==> src/rtl/alu_pkg.sv <==
// Shared ALU result-path definitions: result width, parity helper and
// buffer level-width helper used by the ALU-side buffers.
package alu_pkg;

    localparam int unsigned ALU_RES_W = 17;

    // Zero-extension by the caller leaves the parity unchanged.
    function automatic logic even_parity(input logic [63:0] word);
        return ^word;
    endfunction

    // A level counter has to hold 0..depth inclusive.
    function automatic int unsigned buf_lvl_w(input int unsigned depth);
        return $clog2(depth) + 1;
    endfunction

endpackage

==> src/rtl/alu_buf_ram.sv <==
// DEPTH x WIDTH register array with synchronous write and asynchronous read.
// Storage is intentionally left unreset.
module alu_buf_ram #(
    parameter int unsigned DEPTH = 4,
    parameter int unsigned WIDTH = 17
) (
    input  logic                     clk,
    input  logic                     we_i,
    input  logic [$clog2(DEPTH)-1:0] waddr_i,
    input  logic [WIDTH-1:0]         wdata_i,
    input  logic [$clog2(DEPTH)-1:0] raddr_i,
    output logic [WIDTH-1:0]         rdata_o
);

    logic [WIDTH-1:0] mem_q [DEPTH];

    always_ff @(posedge clk) begin
        if (we_i) begin
            mem_q[waddr_i] <= wdata_i;
        end
    end

    assign rdata_o = mem_q[raddr_i];

endmodule

==> src/rtl/alu_result_buffer.sv <==
// FWFT result buffer behind the ALU functional units; overflow drops are counted.
// Define ALU_RESULT_BUFFER_PARITY_EN to store per-entry parity and add out_parity/parity_err.
module alu_result_buffer
    import alu_pkg::*;
#(
    parameter int unsigned DATA_W = ALU_RES_W,
    parameter int unsigned DEPTH  = 4,
    parameter int unsigned CNT_W  = 8
) (
    input  logic                          clk,
    input  logic                          rst,
    input  logic                          in_flag,
    input  logic [DATA_W-1:0]             in_data,
    input  logic                          out_ready,
    output logic                          out_valid,
    output logic [DATA_W-1:0]             out_data,
    output logic                          full,
    output logic                          empty,
    output logic [buf_lvl_w(DEPTH)-1:0]   level,
    output logic [CNT_W-1:0]              drop_cnt
`ifdef ALU_RESULT_BUFFER_PARITY_EN
    ,
    output logic                          out_parity,
    output logic                          parity_err
`endif
);

    localparam int unsigned PTR_W = $clog2(DEPTH);
    localparam int unsigned LVL_W = buf_lvl_w(DEPTH);
`ifdef ALU_RESULT_BUFFER_PARITY_EN
    localparam int unsigned ENTRY_W = DATA_W + 1;
`else
    localparam int unsigned ENTRY_W = DATA_W;
`endif

    logic [PTR_W-1:0] wr_ptr_q, wr_ptr_d;
    logic [PTR_W-1:0] rd_ptr_q, rd_ptr_d;
    logic [LVL_W-1:0] level_q, level_d;
    logic [CNT_W-1:0] drop_cnt_q, drop_cnt_d;

    logic               pop;
    logic               push;
    logic               drop;
    logic [ENTRY_W-1:0] wr_entry;
    logic [ENTRY_W-1:0] rd_entry;

    assign empty     = (level_q == '0);
    assign full      = (level_q == LVL_W'(DEPTH));
    assign out_valid = ~empty;
    assign level     = level_q;
    assign drop_cnt  = drop_cnt_q;

    // A pop in the same cycle frees a slot, so a full buffer can still accept.
    assign pop  = out_valid & out_ready;
    assign push = in_flag & (~full | pop);
    assign drop = in_flag & full & ~pop;

    always_comb begin
        wr_ptr_d   = wr_ptr_q + PTR_W'(push);
        rd_ptr_d   = rd_ptr_q + PTR_W'(pop);
        level_d    = level_q + LVL_W'(push) - LVL_W'(pop);
        drop_cnt_d = drop_cnt_q;
        if (drop && (drop_cnt_q != '1)) begin
            drop_cnt_d = drop_cnt_q + CNT_W'(1);
        end
    end

    always_ff @(posedge clk or negedge rst) begin
        if (!rst) begin
            wr_ptr_q   <= '0;
            rd_ptr_q   <= '0;
            level_q    <= '0;
            drop_cnt_q <= '0;
        end else begin
            wr_ptr_q   <= wr_ptr_d;
            rd_ptr_q   <= rd_ptr_d;
            level_q    <= level_d;
            drop_cnt_q <= drop_cnt_d;
        end
    end

`ifdef ALU_RESULT_BUFFER_PARITY_EN
    assign wr_entry   = {even_parity(64'(in_data)), in_data};
    assign out_data   = rd_entry[DATA_W-1:0];
    assign out_parity = rd_entry[DATA_W];
    assign parity_err = out_valid & ((^out_data) != out_parity);
`else
    assign wr_entry   = in_data;
    assign out_data   = rd_entry;
`endif

    alu_buf_ram #(
        .DEPTH (DEPTH),
        .WIDTH (ENTRY_W)
    ) u_ram (
        .clk     (clk),
        .we_i    (push),
        .waddr_i (wr_ptr_q),
        .wdata_i (wr_entry),
        .raddr_i (rd_ptr_q),
        .rdata_o (rd_entry)
    );

endmodule

==> config.mk <==
export PLATFORM = sky130hd
export DESIGN_NAME = alu_result_buffer
export DESIGN_NICKNAME = d
export VERILOG_FILES = /design/src/rtl/alu_pkg.sv /design/src/rtl/alu_buf_ram.sv /design/src/rtl/alu_result_buffer.sv
export SDC_FILE = /design/constraint.sdc
export NUM_CORES = 1
export LEC_CHECK = 0
export CAP_MARGIN = 20
export CORE_UTILIZATION = 45
export DETAILED_ROUTE_END_ITERATION = 16
export PLACE_DENSITY = 0.75
export SLEW_MARGIN = 40
export SYNTH_ARGS = -nofsm -noshare
export SYNTH_HDL_FRONTEND = slang
export SYNTH_SLANG_ARGS = --single-unit
==> constraint.sdc <==
create_clock -name clk -period 3.92 [get_ports clk]
set_input_delay 0.392 -clock clk [delete_from_list [all_inputs] [get_ports clk]]
set_output_delay 0.392 -clock clk [all_outputs]
set_load 0.005 [all_outputs]
; Word-level counts from Yosys, hierarchy flattened
; Memory sizes are Yosys's and may differ from the RTL's.
; Index checks and enable logic that the tools add are counted.
[word_totals]
mem_bits_rw = 68
register_bits = 15
memories = 1
inputBits = 21
[op_classes]
n_mux = 2
n_bitwise = 8
eq_ne = 2
addsub = 5
n_reduce_logical = 2
[mem_list]
columns = name, depth, width, read_ports, rd_ports_with_merged_regs, wr, line_no
row1 = u_ram.mem_q, 4, 17, 1, 0, 1, alu_buf_ram.sv:15  ; logic [WIDTH-1:0] mem_q [DEPTH];
[ops]
columns = cell, n
row1 = $add 8x1->8 const B, 1
row2 = $ne 8x8->1 const B, 1
row3 = $add 2x1->2, 2
row4 = $and 1x1->1, 4
row5 = $add 3x1->3, 1
row6 = $eq 3x3->1 const B, 1
row7 = $logic_not 3->1, 1
row8 = $not 1->1, 3
row9 = $sub 3x1->3, 1
row10 = $mux 1, 2
row11 = $logic_and 1x1->1, 1
row12 = $or 1x1->1, 1

; Longest topological paths before layout
; Gate-level depths: netlist of run 1.
[depth]
depth_word = 7
depth_mapped = 9

; By module
; Synthesis of run 1 repeated with hierarchy kept, for this count alone.
[unflattened]
cells_unflattened = 158
hier_area_um2 = 3291.9
[by_module_without_submodules]
columns = mod, seq_area_each_um2, area_each_um2, n_inst, cells_each
row1 = alu_buf_ram, 2042.0, 2523.7, 1, 93
row2 = alu_result_buffer, 375.4, 768.2, 1, 65

; Least setup slack after synthesis of run 1
; OpenSTA, ideal clock, no wires.
[synth_timing]
path_kind = register to register
start = register level_q[2], in the netlist level[2]
end = memory u_ram.mem_q[0][0], enable pin
path_stages_with_launch = 3
setup_slack_ns = 1.211
n_path_buf = 0
period_less_slack_ns = 2.709
required_time_ns = 3.485
setup_ns = 0.435
t_arrival_ns = 2.274
cell_sequence = dfrtp_1 -> nor4b_1 -> nor4_1
[synth_via]
elab_chain_cells = 7
word_cells_on_any_way = 9
classes_between = 1 x eq/ne / 2 x mux / 5 x bitwise / 1 x reduce/logical
[synth_rtl]
columns = item, line_no
row1 = start: declaration, alu_result_buffer.sv:38  ; logic [LVL_W-1:0] level_q, level_d;
row2 = start signal: assignment, alu_result_buffer.sv:77  ; level_q <= level_d;
row3 = $logic_not 3->1, alu_result_buffer.sv:47  ; assign empty = (level_q == '0);
row4 = $not 1->1, alu_result_buffer.sv:49  ; assign out_valid = ~empty;
row5 = $and 1x1->1, alu_result_buffer.sv:54  ; assign pop = out_valid & out_ready;
row6 = $or 1x1->1 (*), alu_result_buffer.sv:55  ; assign push = in_flag & (~full | pop);
row7 = $and 1x1->1 (*), alu_result_buffer.sv:55
row8 = $mux 1 (*), alu_buf_ram.sv:18  ; if (we_i) begin
row9 = $mux 1 (implied by the code) (*), alu_buf_ram.sv:19  ; mem_q[waddr_i] <= wdata_i;
row10 = end: declaration, alu_buf_ram.sv:15
; Mark *: on every way between the ends. The rest lies on a longest branch, timed or not.

; Worst setup path in the final report of run 1
[layout_timing]
start = register rd_ptr_q[1]
end = output port out_data[2]
[layout_via]
elab_chain_cells = 1
[layout_rtl]
columns = item, line_no
row1 = start: declaration, alu_result_buffer.sv:37  ; logic [PTR_W-1:0] rd_ptr_q, rd_ptr_d;
row2 = start signal: assignment, alu_result_buffer.sv:76  ; rd_ptr_q <= rd_ptr_d;
row3 = $mem_v2 4x17, -
row4 = end: declaration, alu_result_buffer.sv:16  ; output logic [DATA_W-1:0] out_data,
; No other way between the ends.

==> results.yml, run 1 <==
status:
  status: "completed"
synth:
  yosys_warnings: 0
  synth-seq-area-share_pct: 75.2
  synth.distinct_cells: 34
  share_of_flip_flops_with_an_asynchronous_set_or_reset_pct: 18.1
  post_synth_main_area_contributors: "sky130_fd_sc_hd__edfxtp_1 (64%), sky130_fd_sc_hd__mux4_2 (12%), sky130_fd_sc_hd__dfrtp_1 (12%), sky130_fd_sc_hd__ha_1 (1.6%), sky130_fd_sc_hd__xnor2_1 (1.1%)"
  yosys_register_bits: 83
  synth_enable_flop_cells: 68
  syn_nets: 184
  synth_area_leader_cell: "sky130_fd_sc_hd__edfxtp_1"
  netlist_area_mm2: 0.00321
  synthDominantCellAreaShare_pct: 63.6
  synth_cells: 158
  postSynth.topFlopCell: "sky130_fd_sc_hd__edfxtp_1"
  synth_area_per_cell_um2: 20.3
cells_and_area:
  antenna_cells: 0
  area_growth_syn_to_layout_pct: 27.9
  post-route-util_pct: 60.1
  nNetsFinal: 246
  layout-drive-gt1-share_pct: 19.6
  fillerInstances: 532
timing:
  report.final.slew_viol_count: 0
  fin_setup_tns_ns: 0
  setup_viol: 0
  hold_viol: 0
  final_period_util_pct: 63.7
  maximum_clock_frequency_ghz: 0.400
  final.min_clock_period_ns: 2.50
  skew_ns: 0.0106
  tightestPinTransition_ns: 0.814
  unrepaired_setup_endpoints_after_global_routing: "false"
  slew_headroom_pct: 45.7
worst_setup_path:
  startpoint_type: "register"
  worst_path_max_delay_cell: "sky130_fd_sc_hd__dfrtp_1"
  crit_fanout: 18
  critical-path-max-stage-delay_ns: 0.88
  critical_path_arrival_ns: 2.11
  crit_chain: "mux4_2, clkdlybuf4s50_1"
  worstSetupEndpointType: "output port"
  cp.required_ns: 3.53
  cp_top_family: "flip-flops"
  setup_cp_type: "register to output port"
  path_buf_inv: 1
job:
  max-cap-violations: 0
power:
  power-per-cell-area_mw_per_mm2: 698
  static-leakage-power_uw: 0.00144
  irDropWorstVdd_mv: 0.383
  p_total_uw: 2870
clock_tree:
  ctsHtreeMaxLevel: 3
  clock_buffer_count_from_cts: 9
  postCtsResizedCells: 0
  clk_root_buffer_cell: "sky130_fd_sc_hd__clkbuf_8"
  clock_tree_from_tritoncts: "yes"
  cts.sink_count: 83
  cts-hold-fix-buffers: 0
  clkTransAtPathRegs_ns: 0.09
  clk_latency_worst_skew_pair_ns: 0.35
  clockBufferDepth: 2
  post-cts-setup-buffer-count: 0
global_route:
  grt_util_all_layers_pct: 15.5
  grt_start_max_net_pins: 19
  grt_remaining_overflow: 0
  grt_pass1_vias: 1676
  global_route_wire_length_before_repair_mm: 8.31
  grt_antenna_before_repair: 0
placed_design:
  place_hpwl_mm: 3.41
  globalplace.congestion: 0.798
  port-buffer-count: 51
routing:
  first_iter_violations: 106
  drcViolationCount: 0
  route.vias.total: 1662
  wl_per_cell_um: 16.3
  viasPerCell: 5.18
  route.antenna.remaining_nets: 0
  wl_mm: 5.24
  dr.pass1.iters: 4
floorplanning:
  fp-row-count: 30
  start_util_pct: 47.0
  fp.coreArea_mm2: 0.00683
  floorplan.die.height_um: 86.5
  die-area_mm2: 0.00748
  die_w_um: 86.5
  ios: 52
hold_path:
  timing.hold.worst.class: "input port to asynchronous set/reset pin"
## final cells by class
class	count	area (µm²)	area share, %
clock buffer	9	124	3.01
multi-input combinational	66	773	18.8
timing repair buffer	55	541	13.2
sequential	83	2420	58.8
clock inverter	7	115	2.80
inverter	5	18.8	0.457
tap	96	120	2.92
## layer usage
metal | GRT usage (%) | vias up | routed length, µm | part of all wire, %
met5 | 0 | - | 0 | 0
met4 | 8.03 | 0 | 89 | 1.7
met3 | 4.19 | 8 | 238 | 4.5
met2 | 26.0 | 42 | 2720 | 52
met1 | 18.6 | 856 | 2200 | 42
li1 | - | 756 | - | -
## worst paths after layout
check / from / end / slack (ns) / depth (start not counted)
setup / recovery: rd_ptr_q[1] / out_data[2] / 1.42 / 2
hold / removal: rst / drop_cnt[1] / 0.45 / 1
setup reg to reg: level[1] / level[2] / 1.76 / 8
hold reg to reg: drop_cnt[0] / drop_cnt[0] / 0.54 / 1
max in group asynchronous: rst / level[0] / 3.03 / 1
min in group clk: drop_cnt[0] / drop_cnt[0] / 0.54 / 1
## sequential cells by signal, summed over array words and instances, names as in the netlist
signal and flops:
drop_cnt 8, level 3, wr_ptr_q 2, rd_ptr_q 2, u_ram.mem_q 68
## placed cells by master, fill, tap and decap left out, drive strengths merged, types with 4 or more instances in the layout
cell type / n
edfxtp: 68
clkdlybuf4s50: 51
mux4: 17
dfrtp: 15
clkbuf: 9
nand2: 6
nand3: 6
inv: 6
nor2: 4
xnor2: 4
ha: 4
buf: 4
mux2: 4
## cells in the mapped netlist (2+ instances only)
cell and n:
sky130_fd_sc_hd__and3_1 2, sky130_fd_sc_hd__buf_2 2, sky130_fd_sc_hd__dfrtp_1 15, sky130_fd_sc_hd__edfxtp_1 68
sky130_fd_sc_hd__ha_1 4, sky130_fd_sc_hd__inv_1 5, sky130_fd_sc_hd__mux2_2 2, sky130_fd_sc_hd__mux4_2 17
sky130_fd_sc_hd__nand2_1 6, sky130_fd_sc_hd__nand3_1 6, sky130_fd_sc_hd__nor2_1 4, sky130_fd_sc_hd__xnor2_1 4
sky130_fd_sc_hd__xor2_1 2
## power by group
group | internal [µW] | switching (µW) | total (µW)
registers | 1160 | 128 | 1290
logic | 547 | 321 | 868
clock network | 422 | 291 | 713
total | 2130 | 740 | 2870
## per-stage QoR
| step | hold WS [ns] | instances | worst slack (ns) | area (µm²) |
|---|---|---|---|---|
| after floorplan | 0.0964 | 158 | 1.21 | 3210 |
| after global placement | 0.514 | 305 | 1.31 | 3860 |
| after detailed placement | 0.519 | 305 | 1.20 | 3860 |
| after CTS | 0.469 | 321 | 1.37 | 4100 |
| after global routing | 0.509 | 321 | 1.32 | 4110 |
| final | 0.448 | 321 | 1.42 | 4110 |
## logic make-up after synthesis
| kind of cell | after synthesis | share of synthesized area, % |
|---|---|---|
| buf+inv | 9 | 1.13 |
| simple gates | 29 | 5.34 |
| mux | 21 | 13.4 |
| flops | 83 | 75.2 |
| xor+xnor | 6 | 1.64 |
| fa+ha+maj | 5 | 2.18 |
| compound gates | 5 | 1.05 |
(Power assumes the default switching activity.)
==> run 2: changes to the inputs <==
clock period = 2.6 ns   (was 3.92 ns; I/O delays follow)
==> run 2 against run 1 <==
Sequential share of layout area fell by 0.14 points. Clock power increased by 38%. Utilization grew 0.15 points. Register-to-register slack got worse by 1.3 ns. Design area rose by 0.24%. Sequential cell count did not move. Global-route usage grew 0.37 points. Largest power group unchanged.
==> results.yml, run 2 (synthesis results as in run 1) <==
cells_and_area:
  largest-register: "u_ram.mem_q"
  nNetsFinal: 250
  antenna_cells: 0
  mostFrequentLayoutCell: "sky130_fd_sc_hd__edfxtp_1"
  fillerInstances: 520
  layout-drive-gt1-share_pct: 20.1
  multi_input_comb_area_um2: 776
  post-route-cell-area_mm2: 0.00412
  area_growth_syn_to_layout_pct: 28.2
  flip_flop_count_of_the_largest_register_all_copies_and_words_added: 68
  register_area_mm2: 0.00242
  layout.cells.most_common_list: "sky130_fd_sc_hd__edfxtp_1 (68), sky130_fd_sc_hd__clkdlybuf4s50_1 (51), sky130_fd_sc_hd__mux4_2 (17)"
global_route:
  met2_usage_pct: 28.1
  grtUsageMet1_pct: 18.9
  grt_util_all_layers_pct: 15.9
  global_route_wire_length_before_repair_mm: 8.62
  grt_start_max_net_pins: 19
  grt_remaining_overflow: 0
  grt_most_used_layer: "met2"
  grt_pass1_vias: 1732
  grt_antenna_before_repair: 0
  use_met3_pct: 4.76
power:
  share_clk_of_total_power_pct: 23.1
  p_total_uw: 4270
  power.internal_uw: 3130
  static-leakage-power_uw: 0.00144
  switching_share_pct: 26.7
  power_spent_charging_and_discharging_nets_uw: 1140
  power.combinational.fraction_pct: 32.7
  power_frac_seq_pct: 44.3
  power-per-cell-area_mw_per_mm2: 1040
  irDropWorstVdd_mv: 0.504
floorplanning:
  fp.coreArea_mm2: 0.00683
  start_util_pct: 47.0
  die_w_um: 86.5
  ios: 52
  floorplan.die.height_um: 86.5
  die-area_mm2: 0.00748
  fp-row-count: 30
clock_tree:
  cts-hold-fix-buffers: 0
  clock_buffer_count_from_cts: 9
  clkTransAtPathRegs_ns: 0.08
  clk_latency_worst_skew_pair_ns: 0.34
  postCtsResizedCells: 0
  cts.sink_count: 83
  clk_root_buffer_cell: "sky130_fd_sc_hd__clkbuf_8"
  clockBufferDepth: 2
  clock_tree_from_tritoncts: "yes"
  ctsHtreeMaxLevel: 3
  post-cts-setup-buffer-count: 0
worst_setup_path:
  crit_fanout: 17
  cp.required_ns: 2.34
  critical_path_arrival_ns: 2.07
  startpoint_type: "register"
  worst_path_max_delay_cell: "sky130_fd_sc_hd__mux4_2"
  critical-path-max-stage-delay_ns: 0.57
  cp_top_family: "buffers and inverters"
  setup_cp_type: "register to output port"
  crit_chain: "buf_4, mux4_2, clkdlybuf4s50_1"
  path_buf_inv: 2
  worstSetupEndpointType: "output port"
timing:
  slew_headroom_pct: 54.0
  fin_setup_tns_ns: 0
  skew_ns: 0.00657
  final_period_util_pct: 89.7
  setup_viol: 0
  final.min_clock_period_ns: 2.33
  unrepaired_setup_endpoints_after_global_routing: "false"
  hold_viol: 0
  maximum_clock_frequency_ghz: 0.429
  report.final.slew_viol_count: 0
  tightestPinTransition_ns: 0.688
placed_design:
  placement.cell_area_mm2: 0.00390
  place_hpwl_mm: 3.47
  globalplace.congestion: 0.806
  port-buffer-count: 51
routing:
  dr.pass1.iters: 4
  route.antenna.remaining_nets: 0
  drcViolationCount: 0
  wl_mm: 5.42
  first_iter_violations: 58
  wl_per_cell_um: 16.7
  route.vias.total: 1665
  viasPerCell: 5.12
status:
  status: "completed"
hold_path:
  timing.hold.worst.class: "input port to asynchronous set/reset pin"
job:
  max-cap-violations: 0
## run 2: layout make-up
type	instances	share of cell area, %
clock buffer	9	3.01
clock inverter	7	2.25
inverter	5	0.456
multi-input combinational	66	18.8
sequential	83	58.7
tap	96	2.92
timing repair buffer	59	13.9
## run 2: metal layers
layer	vias up	share of wire, %
met5	-	0
met4	0	1.1
met3	6	4.7
met2	42	51
met1	855	43
li1	762	-
## run 2: worst paths after layout
kind                            slack [ns]  cells after the start      endpoint        start
worst max register to register        0.49                      8      level[2]     level[1]
worst min register to register        0.52                      1   rd_ptr_q[0]  rd_ptr_q[0]
worst min-delay path                  0.33                      1   drop_cnt[1]          rst
max in group asynchronous             1.83                      1   drop_cnt[5]          rst
worst max-delay path                  0.27                      3  out_data[12]  rd_ptr_q[0]
min in group clk                      0.52                      1   rd_ptr_q[0]  rd_ptr_q[0]
## run 2: power by group through the flow
| stage | clock [µW] | combinational, µW | sequential (µW) |
|---|---|---|---|
| floorplan | 0 | 718 | 1880 |
| global placement | 0 | 1400 | 1910 |
| CTS | 1000 | 1420 | 1890 |
| detailed placement | 0 | 1420 | 1920 |
| global route | 1050 | 1520 | 1920 |
| finish | 984 | 1390 | 1890 |
## run 2: through the flow
stage               hold slack [ns]  util [%]  instances  setup slack [ns]
floorplan                   -0.0356         -        158             0.481
global placement              0.487      57.1        309             0.352
detailed placement            0.498      57.1        309             0.277
CTS                           0.352      60.3        325             0.222
global route                  0.390      60.3        325             0.138
finish                        0.333      60.3        325             0.267
